--- config.mk ---
export PLATFORM = sky130hd
export DESIGN_NAME = sram_port_server
export DESIGN_NICKNAME = d
export VERILOG_FILES = /design/src/rtl/sram_port_pkg.sv /design/src/rtl/sram_read_pipe.sv /design/src/rtl/sram_port_server.sv
export SDC_FILE = /design/constraint.sdc
export NUM_CORES = 1
export LEC_CHECK = 0
export CORE_UTILIZATION = 35
export CTS_BUF_LIST = sky130_fd_sc_hd__clkbuf_8
export CTS_CLUSTER_DIAMETER = 40
export DETAILED_ROUTE_END_ITERATION = 6
export GPL_ROUTABILITY_DRIVEN = 0
export HOLD_SLACK_MARGIN = 0.1
export PLACE_DENSITY = 0.68
export SYNTH_ARGS = -nofsm -noshare
export SYNTH_HDL_FRONTEND = slang
export SYNTH_SLANG_ARGS = --single-unit
--- constraint.sdc ---
create_clock -name clock -period 4.4 [get_ports clock]
set_input_delay 0.88 -clock clock [delete_from_list [all_inputs] [get_ports clock]]
set_output_delay 0.88 -clock clock [all_outputs]
set_load 0.01 [all_outputs]
--- src/rtl/sram_port_pkg.sv ---
// Shared definitions for the two-port SRAM server.
// Holds the read-tag constants, the default widths and latency, the arbiter
// pointer encoding, and a saturating counter increment.
package sram_port_pkg;

   localparam int DEF_ADDRESS_WIDTH   = 32;
   localparam int DEF_SRAMDATA_WIDTH  = 32;
   localparam int DEF_TAG_WIDTH       = 2;
   localparam int DEF_SRAM_ADDR_WIDTH = 20;
   localparam int DEF_READ_LATENCY    = 2;

   localparam logic [1:0] INVALID_TAG  = 2'd0;
   localparam logic [1:0] DATA_TAG0    = 2'd1;
   localparam logic [1:0] DATA_TAG1    = 2'd2;
   localparam logic [1:0] DATA_END_TAG = 2'd3;

   // Remembers which port won the most recent grant.
   typedef enum logic {
      LAST_PORT0 = 1'b0,
      LAST_PORT1 = 1'b1
   } arb_last_e;

   function automatic logic [31:0] sat_inc(input logic [31:0] value);
      return (value == 32'hFFFF_FFFF) ? value : value + 32'd1;
   endfunction

endpackage

--- src/rtl/sram_read_pipe.sv ---
// Read-response delay line for the SRAM server.
// Carries valid, tag and out-of-range flag for every accepted read so that
// they line up with the SRAM read data DEPTH cycles after the address phase.
// Ports:
//   clock, reset        rising-edge clock, synchronous active-high reset
//   in_valid/in_tag/in_oor     stage-0 inputs (accepted read this cycle)
//   out_valid/out_tag/out_oor  last stage, aligned with sram_rdata
module sram_read_pipe #(
   parameter int TAG_WIDTH = 2,
   parameter int DEPTH     = 3
) (
   input  logic                 clock,
   input  logic                 reset,
   input  logic                 in_valid,
   input  logic [TAG_WIDTH-1:0] in_tag,
   input  logic                 in_oor,
   output logic                 out_valid,
   output logic [TAG_WIDTH-1:0] out_tag,
   output logic                 out_oor
);

   logic [DEPTH-1:0]     valid_q;
   logic [DEPTH-1:0]     oor_q;
   logic [TAG_WIDTH-1:0] tag_q [DEPTH];

   always_ff @(posedge clock) begin
      if (reset) begin
         valid_q <= '0;
         oor_q   <= '0;
         for (int i = 0; i < DEPTH; i++) tag_q[i] <= '0;
      end else begin
         valid_q[0] <= in_valid;
         oor_q[0]   <= in_oor;
         tag_q[0]   <= in_tag;
         for (int i = 1; i < DEPTH; i++) begin
            valid_q[i] <= valid_q[i-1];
            oor_q[i]   <= oor_q[i-1];
            tag_q[i]   <= tag_q[i-1];
         end
      end
   end

   assign out_valid = valid_q[DEPTH-1];
   assign out_oor   = oor_q[DEPTH-1];
   assign out_tag   = tag_q[DEPTH-1];

endmodule

--- src/rtl/sram_port_server.sv ---
// Two-port single-SRAM server: port 0 reads, port 1 writes.
// A grant (ready) in one cycle entitles the port to one command slot in the
// next cycle; accepted commands drive the SRAM one cycle later and reads
// return valid0/query0/qtag0 READ_LATENCY+2 cycles after acceptance.
// Ports:
//   clock, reset                    clock, synchronous active-high reset
//   request0/1, ready0/1            service request and one-cycle grant
//   command_entry0/1, write_enable1 command strobes within a granted slot
//   address0/1, tag0, data_out1     command payload
//   valid0, query0, qtag0           read response
//   sram_addr/we/wdata/rdata        physical SRAM port
//   rd_count, wr_count              saturating accepted-command counters
//   addr_error, cmd_error           sticky error flags
//
// Arbiter pointer (last_q):
//   state      | meaning
//   LAST_PORT0 | port 0 granted last; port 1 wins a tie
//   LAST_PORT1 | port 1 granted last (or reset); port 0 wins a tie
module sram_port_server
   import sram_port_pkg::*;
#(
   parameter int ADDRESS_WIDTH   = DEF_ADDRESS_WIDTH,
   parameter int SRAMDATA_WIDTH  = DEF_SRAMDATA_WIDTH,
   parameter int TAG_WIDTH       = DEF_TAG_WIDTH,
   parameter int SRAM_ADDR_WIDTH = DEF_SRAM_ADDR_WIDTH,
   parameter int READ_LATENCY    = DEF_READ_LATENCY
) (
   input  logic                       clock,
   input  logic                       reset,
   input  logic                       request0,
   input  logic                       request1,
   input  logic                       command_entry0,
   input  logic                       command_entry1,
   input  logic                       write_enable1,
   input  logic [ADDRESS_WIDTH-1:0]   address0,
   input  logic [ADDRESS_WIDTH-1:0]   address1,
   input  logic [TAG_WIDTH-1:0]       tag0,
   input  logic [SRAMDATA_WIDTH-1:0]  data_out1,
   output logic                       ready0,
   output logic                       ready1,
   output logic                       valid0,
   output logic [SRAMDATA_WIDTH-1:0]  query0,
   output logic [TAG_WIDTH-1:0]       qtag0,
   output logic [SRAM_ADDR_WIDTH-1:0] sram_addr,
   output logic                       sram_we,
   output logic [SRAMDATA_WIDTH-1:0]  sram_wdata,
   input  logic [SRAMDATA_WIDTH-1:0]  sram_rdata,
   output logic [31:0]                rd_count,
   output logic [31:0]                wr_count,
   output logic                       addr_error,
   output logic                       cmd_error
);

   // Address bits that must be zero for a physically reachable word.
   localparam logic [ADDRESS_WIDTH-1:0] HI_MASK =
      ADDRESS_WIDTH'({64{1'b1}} << SRAM_ADDR_WIDTH);

   arb_last_e last_q;
   logic      slot0_q;
   logic      slot1_q;
   logic      rd_acc;
   logic      wr_acc;
   logic      rd_oor;
   logic      wr_oor;

   logic                 pipe_valid;
   logic                 pipe_oor;
   logic [TAG_WIDTH-1:0] pipe_tag;

   assign rd_acc = slot0_q & command_entry0;
   assign wr_acc = slot1_q & command_entry1 & write_enable1;
   assign rd_oor = |(address0 & HI_MASK);
   assign wr_oor = |(address1 & HI_MASK);

   // Grant is combinational so it can only follow a request present in the
   // same cycle; reset forces both grants low.
   always_comb begin
      ready0 = 1'b0;
      ready1 = 1'b0;
      if (!reset) begin
         if (request0 && request1) begin
            ready0 = (last_q == LAST_PORT1);
            ready1 = (last_q == LAST_PORT0);
         end else begin
            ready0 = request0;
            ready1 = request1;
         end
      end
   end

   always_ff @(posedge clock) begin
      if (reset) begin
         last_q     <= LAST_PORT1;
         slot0_q    <= 1'b0;
         slot1_q    <= 1'b0;
         sram_we    <= 1'b0;
         sram_addr  <= '0;
         sram_wdata <= '0;
         rd_count   <= '0;
         wr_count   <= '0;
         addr_error <= 1'b0;
         cmd_error  <= 1'b0;
         valid0     <= 1'b0;
         query0     <= '0;
         qtag0      <= '0;
      end else begin
         slot0_q <= ready0;
         slot1_q <= ready1;
         if (ready0)      last_q <= LAST_PORT0;
         else if (ready1) last_q <= LAST_PORT1;

         // Out-of-range writes are counted and flagged but never strobe we.
         sram_we <= wr_acc & ~wr_oor;
         if (rd_acc)      sram_addr <= address0[SRAM_ADDR_WIDTH-1:0];
         else if (wr_acc) sram_addr <= address1[SRAM_ADDR_WIDTH-1:0];
         if (wr_acc && !wr_oor) sram_wdata <= data_out1;

         if (rd_acc) rd_count <= sat_inc(rd_count);
         if (wr_acc) wr_count <= sat_inc(wr_count);
         if ((rd_acc && rd_oor) || (wr_acc && wr_oor)) addr_error <= 1'b1;
         if ((command_entry0 && !slot0_q) || (command_entry1 && !slot1_q))
            cmd_error <= 1'b1;

         valid0 <= pipe_valid;
         query0 <= (pipe_valid && !pipe_oor) ? sram_rdata : '0;
         qtag0  <= pipe_valid ? pipe_tag : '0;
      end
   end

   // One stage for the address register plus READ_LATENCY SRAM cycles.
   sram_read_pipe #(
      .TAG_WIDTH (TAG_WIDTH),
      .DEPTH     (READ_LATENCY + 1)
   ) u_read_pipe (
      .clock     (clock),
      .reset     (reset),
      .in_valid  (rd_acc),
      .in_tag    (tag0),
      .in_oor    (rd_oor),
      .out_valid (pipe_valid),
      .out_tag   (pipe_tag),
      .out_oor   (pipe_oor)
   );

endmodule
==> metrics.yaml, run 1 <==
status:
  status: "completed"
clock_tree:
  cts_tree: "built"
  insertion_delay_ps: 450
  clk_pin_slew_ps: 90
  cts_resized: 0
  postCtsSetupBuffers: 0
  cts.htree.levels: 4
  cts.sinks: 169
  numCtsBuffers: 17
  holdBufCountCts: 0
  cts_buffer_depth: 2
  cts_root_buffer: "clkbuf_8"
sta:
  setup_viol: 0
  rsz0062_at_grt: "false"
  hold_ws_ps: 432.8
  period_minus_slack_ps: 3104
  worst_slew_pin_slew_ps: 909.0
  maxSlewViolCount: 0
  fmax_mhz: 322.2
  slew_headroom_pct: 39.40
  post-route-period-util_pct: 70.54
  fin_setup_tns_ps: 0
  skew_ps: 15.05
  hold_viol_final: 0
layout:
  antenna_cells: 0
  fin_nets: 1186
  drive_above_1_share_pct: 6.138
  post-route-util_pct: 54.68
  fin_area_um2: 10330
  syn_to_final_growth_pct: 51.49
power:
  clkPwrFrac_pct: 39.4
  pwr-share-comb_pct: 7.6
  p_sw_share_pct: 23.21
  powerDensity_nw_per_um2: 284.9
  total_power_mw: 2.943
  power_leakage_nw: 3.430
  power.share.sequential_pct: 52.9
  ir_drop_mv: 0.1865
  power.internal_mw: 2.260
  p_switching_mw: 0.6831
grt:
  grt_pass1_vias: 6134
  grt_pass1_wl_mm: 31.16
  antenna_found_initial: 0
  gr-total-overflow: 0
  grt_max_degree: 84
  grtUsageTotal_pct: 19.57
critical_path:
  crit_arrival_ps: 2220
  critPathLaunch: "request1"
  critPathMostFrequentCell: "clkdlybuf4s50_1"
  crit_chain: "clkdlybuf4s50_1 -> a21oi_1 -> and2_1 -> clkdlybuf4s50_1"
  cp_slowest_cell: "clkdlybuf4s50_1"
  critPathBufInv: 2
  cp-end-kind: "output port"
  cpLargestDelayFamily: "buffers and inverters"
  crit_path_max_incr_delay_ps: 530
  path_class: "in -> out"
  required_ps: 3520
  startpoint_type: "input pin"
  reg2reg_from: "wr_count[0]"
  crit_fanout: 3
yosys:
  synth_warnings: 0
  postSynthCellCount: 773
  synth-adder-area-share_pct: 0.3670
  synth_xor_area_share_pct: 2.954
  ys_types: 50
  syn_nets: 912
  yosysTopAreaCellShare_pct: 49.61
  synth_top_family_by_area: "simple AND/OR/NAND/NOR gates"
  synth-seq-cells: 169
  muxShareOfSynthArea_pct: 0.9541
  synth_edf_count: 0
  synth.top_cells.by_area: "dfxtp_1 50%, nand2_1 6.9%, a21oi_1 5.0%"
  synth-simple-area-share_pct: 28.37
  synth_compound_area_share_pct: 13.89
  synth_top_cell_by_area: "dfxtp_1"
  netlist_area_um2: 6819
  yosysMostFrequentCell: "dfxtp_1"
  synth.avg_cell_area_um2: 8.822
  synth.yosys.seq_area_share_pct: 49.61
  ys_async_sr_fraction_pct: 0
  synth_ff_type: "dfxtp_1"
  synth.cells.most_frequent: "169 x dfxtp_1, 125 x nand2_1, 68 x a21oi_1"
worst_hold_path:
  hp-class: "reg -> reg"
  worstHoldStart: "u_read_pipe.tag_q[2][0]"
routing:
  drt_pre_antenna_iters: 4
  drc: 0
  drt_iter0_drc: 400
  avgRoutedWirePerCell_um: 14.75
  ant_nets: 0
  wirelength_mm: 19.45
  vias_per_cell: 4.929
  vias: 6502
die:
  die_y_um: 141.6
  io_pins: 293
  fp.dieArea_um2: 20040
  row_count: 50
  dieWidth_um: 141.6
  initial_core_util_pct: 36.09
  core-area_um2: 18890
placement:
  hpwl_mm: 13.94
  place_area_um2: 9925
  port_buffers: 292
flow_run:
  drv_cap: 0
-- registers in the layout (all words and copies together) (netlist names), 2 cells and up --
name / count
wr_count: 32
sram_wdata: 32
u_read_pipe.valid_q: 3
query0: 32
u_read_pipe.tag_q: 6
u_read_pipe.oor_q: 3
sram_addr: 20
qtag0: 2
rd_count: 32
-- worst reg2reg max path, delay by kind of cell (launching register included) --
kind | cells | cell delay (ps)
AND/OR/NAND/NOR | 3 | 940
AO/OA/AOI/OAI | 1 | 490
flip-flops | 1 | 460
multiplexers | 1 | 280
adder cells (fa/ha/maj) | 1 | 250
-- power groups by stage --
stage / clock network, mW / logic (mW) / registers (mW)
final: 1.16 / 0.224 / 1.56
after global routing: 1.27 / 0.243 / 1.56
after CTS: 1.20 / 0.227 / 1.56
after detailed placement: 0 / 0.225 / 1.59
after global placement: 0 / 0.225 / 1.59
after floorplan: 0 / 0.0522 / 1.60
-- final timing paths --
path	endpoint	slack [ps]	depth (start not counted)
max	ready0	1300	4
min	qtag0[0]	430	1
max reg2reg	wr_count[10]	1880	6
min reg2reg	qtag0[0]	430	1
-- cell families after synthesis --
| logic type | after synthesis |
|---|---|
| simple gates | 363 |
| flops | 169 |
| compound gates | 150 |
| mux | 6 |
| fa+ha+maj | 2 |
| xor+xnor | 23 |
| buf+inv | 60 |
-- layout by cell type (no fill, tap or decap), drive strengths merged, types with 21 or more instances in the layout --
cell / instances
dfxtp: 169
o21ai: 21
clkdlybuf4s50: 291
nand4: 26
nor2: 58
a21oi: 68
inv: 21
and2: 39
nand2: 125
nor4: 22
-- routing by layer --
layer  track usage, %  vias up  wire, um
li1                 -     3274         -
met1            23.56     2981      8368
met2            32.85      233      9156
met5                0        -         0
met3            6.817       14      1708
met4            5.659        0       218
-- final cells by class --
class                      instances  area (um^2)
clock buffer                      17        234.0
clock inverter                    14        171.4
fill                            1779         8563
inverter                          14        52.55
multi-input combinational        544         3176
sequential                       169         3383
tap                              260        325.3
timing repair buffer             301         2988
-- stage by stage --
stage                     setup slack (ps)  std cells
after floorplan                       1940        773
after global routing                  1201       1319
final                                 1296       1319
after CTS                             1306       1319
after detailed placement             966.5       1288
after global placement               860.3       1288
Power figures use the tool's default switching activity.
==> run 2, diff against run 1 <==
- clock period: 4.4 -> 3.2 ns (I/O delays scaled with it)
==> run 2 against run 1 <==
  * The flow now finishes with violations (DRC)
  * Sequential cell count stayed put
  * Global-route usage is 0.29 points lower
  * Non-clock buffer count is 1 lower
  * Clock skew is 0.90 ps higher
  * Clock-buffer cell count is 3 higher
  * Sequential share of layout area is 0.26 points lower
  * Combinational power is 38% higher
  * Clock power is 57% higher
  * Cell count stayed put
  * Design area is 0.80% higher
  * Total power is 45% higher
  * Register-to-register slack worse by 1200 ps
==> metrics.yaml, run 2 (synthesis results as in run 1) <==
die:
  initial_core_util_pct: 36.09
  dieWidth_um: 141.6
  core-area_um2: 18890
  row_count: 50
  fp.dieArea_um2: 20040
  die_y_um: 141.6
  io_pins: 293
worst_hold_path:
  worstHoldStart: "u_read_pipe.tag_q[2][0]"
  whs_endpoint: "qtag0[0]"
  min_path_cells: 1
  hp-class: "reg -> reg"
layout:
  layout_commonest_cell: "clkdlybuf4s50_1"
  final_cell_mix: "291 x clkdlybuf4s50_1, 169 x dfxtp_1, 125 x nand2_1"
  syn_to_final_growth_pct: 52.70
  fin_nets: 1185
  drive_above_1_share_pct: 6.327
  antenna_cells: 0
  stdcell_count: 1319
clock_tree:
  cts_root_buffer: "clkbuf_8"
  cts.sinks: 169
  cts.htree.levels: 4
  postCtsSetupBuffers: 0
  holdBufCountCts: 0
  cts_buffer_depth: 2
  clk_pin_slew_ps: 90
  cts_resized: 0
  insertion_delay_ps: 460
  cts_tree: "built"
  numCtsBuffers: 17
routing:
  drt_iter0_drc: 364
  avgRoutedWirePerCell_um: 14.64
  drc: 1
  ant_nets: 0
  vias: 6564
  drt_pre_antenna_iters: 7
  wirelength_mm: 19.32
  vias_per_cell: 4.976
sta:
  post-route-period-util_pct: 81.39
  fmax_mhz: 383.9
  period_minus_slack_ps: 2605
  maxSlewViolCount: 0
  fin_setup_tns_ps: 0
  slew_headroom_pct: 52.56
  worst_slew_pin_slew_ps: 705.8
  setup_viol: 0
  rsz0062_at_grt: "false"
  skew_ps: 15.95
  hold_viol_final: 0
critical_path:
  path_class: "in -> out"
  critPathMostFrequentCell: "clkdlybuf4s50_1"
  startpoint_type: "input pin"
  reg2reg_depth: 6
  reg2reg_to: "wr_count[10]"
  crit_path_max_incr_delay_ps: 570
  crit_fanout: 2
  reg2reg_setup_slack_ps: 720
  reg2reg_from: "wr_count[1]"
  crit_arrival_ps: 1960
  crit_chain: "clkdlybuf4s50_1 -> inv_1 -> a211oi_1 -> clkdlybuf4s50_1"
  cp_slowest_cell: "clkdlybuf4s50_1"
  required_ps: 2560
  cp-end-kind: "output port"
placement:
  dp.cells: 1287
  hpwl_mm: 13.70
  port_buffers: 292
status:
  violations: "DRC"
  status: "complete, but fails checks"
power:
  power_leakage_nw: 3.472
  total_power_mw: 4.268
  powerDensity_nw_per_um2: 409.9
  ir_drop_mv: 0.2403
flow_run:
  drv_cap: 0
grt:
  gr-total-overflow: 0
  grt_max_degree: 137
  antenna_found_initial: 0
  grtUsageTotal_pct: 19.27
  grt_pass1_wl_mm: 30.81
  grt_pass1_vias: 6169
[run 2: cell type report]
| class | instances | area, um^2 |
|---|---|---|
| clock buffers | 20 | 275.3 |
| clock inverters | 12 | 207.7 |
| fillers | 1740 | 8481 |
| inverters | 14 | 52.55 |
| multi-input cells | 544 | 3176 |
| flip-flops and latches | 169 | 3383 |
| well taps | 260 | 325.3 |
| repair buffers | 300 | 2993 |
[run 2: stage by stage]
stage | setup slack, ps | util [%] | instance area, um^2 | hold slack, ps
CTS | 603.9 | 55.11 | 10410 | 436.6
finish | 595.5 | 55.11 | 10410 | 433.7
detailed placement | 559.3 | 52.56 | 9930 | 414.8
floorplan | 1102 | - | 6819 | 405.7
global placement | 559.7 | 52.56 | 9930 | 411.2
global route | 480.5 | 55.11 | 10410 | 451.1
[run 2: how the worst max path moves through the flow]
stage	from	slack, ps	cells after the start	to
final	request1	600	4	ready1
after global routing	wr_count[19]	480	5	wr_count[10]
after CTS	request1	600	4	ready0
after detailed placement	command_entry0	560	6	rd_count[31]
after global placement	command_entry0	560	6	rd_count[31]
after floorplan	wr_count[0]	1100	7	wr_count[30]
[run 2: worst max-delay path: cells and delay by family]
kind                   cells  cell delay, ps
AO/OA/AOI/OAI              1             210
buffers and inverters      3            1120
[run 2: report_power, final]
group | internal [mW] | switching (mW) | leakage [nW]
clock | 1.01 | 0.810 | 0.245
sequential | 2.13 | 0.0145 | 1.37
combinational | 0.203 | 0.105 | 1.86
[run 2: routing by layer]
metal | wire length, um | track usage [%]
met2 | 9030 | 31.81
met5 | 0 | 0
met4 | 220 | 5.433
met3 | 1600 | 6.952
met1 | 8465 | 23.55
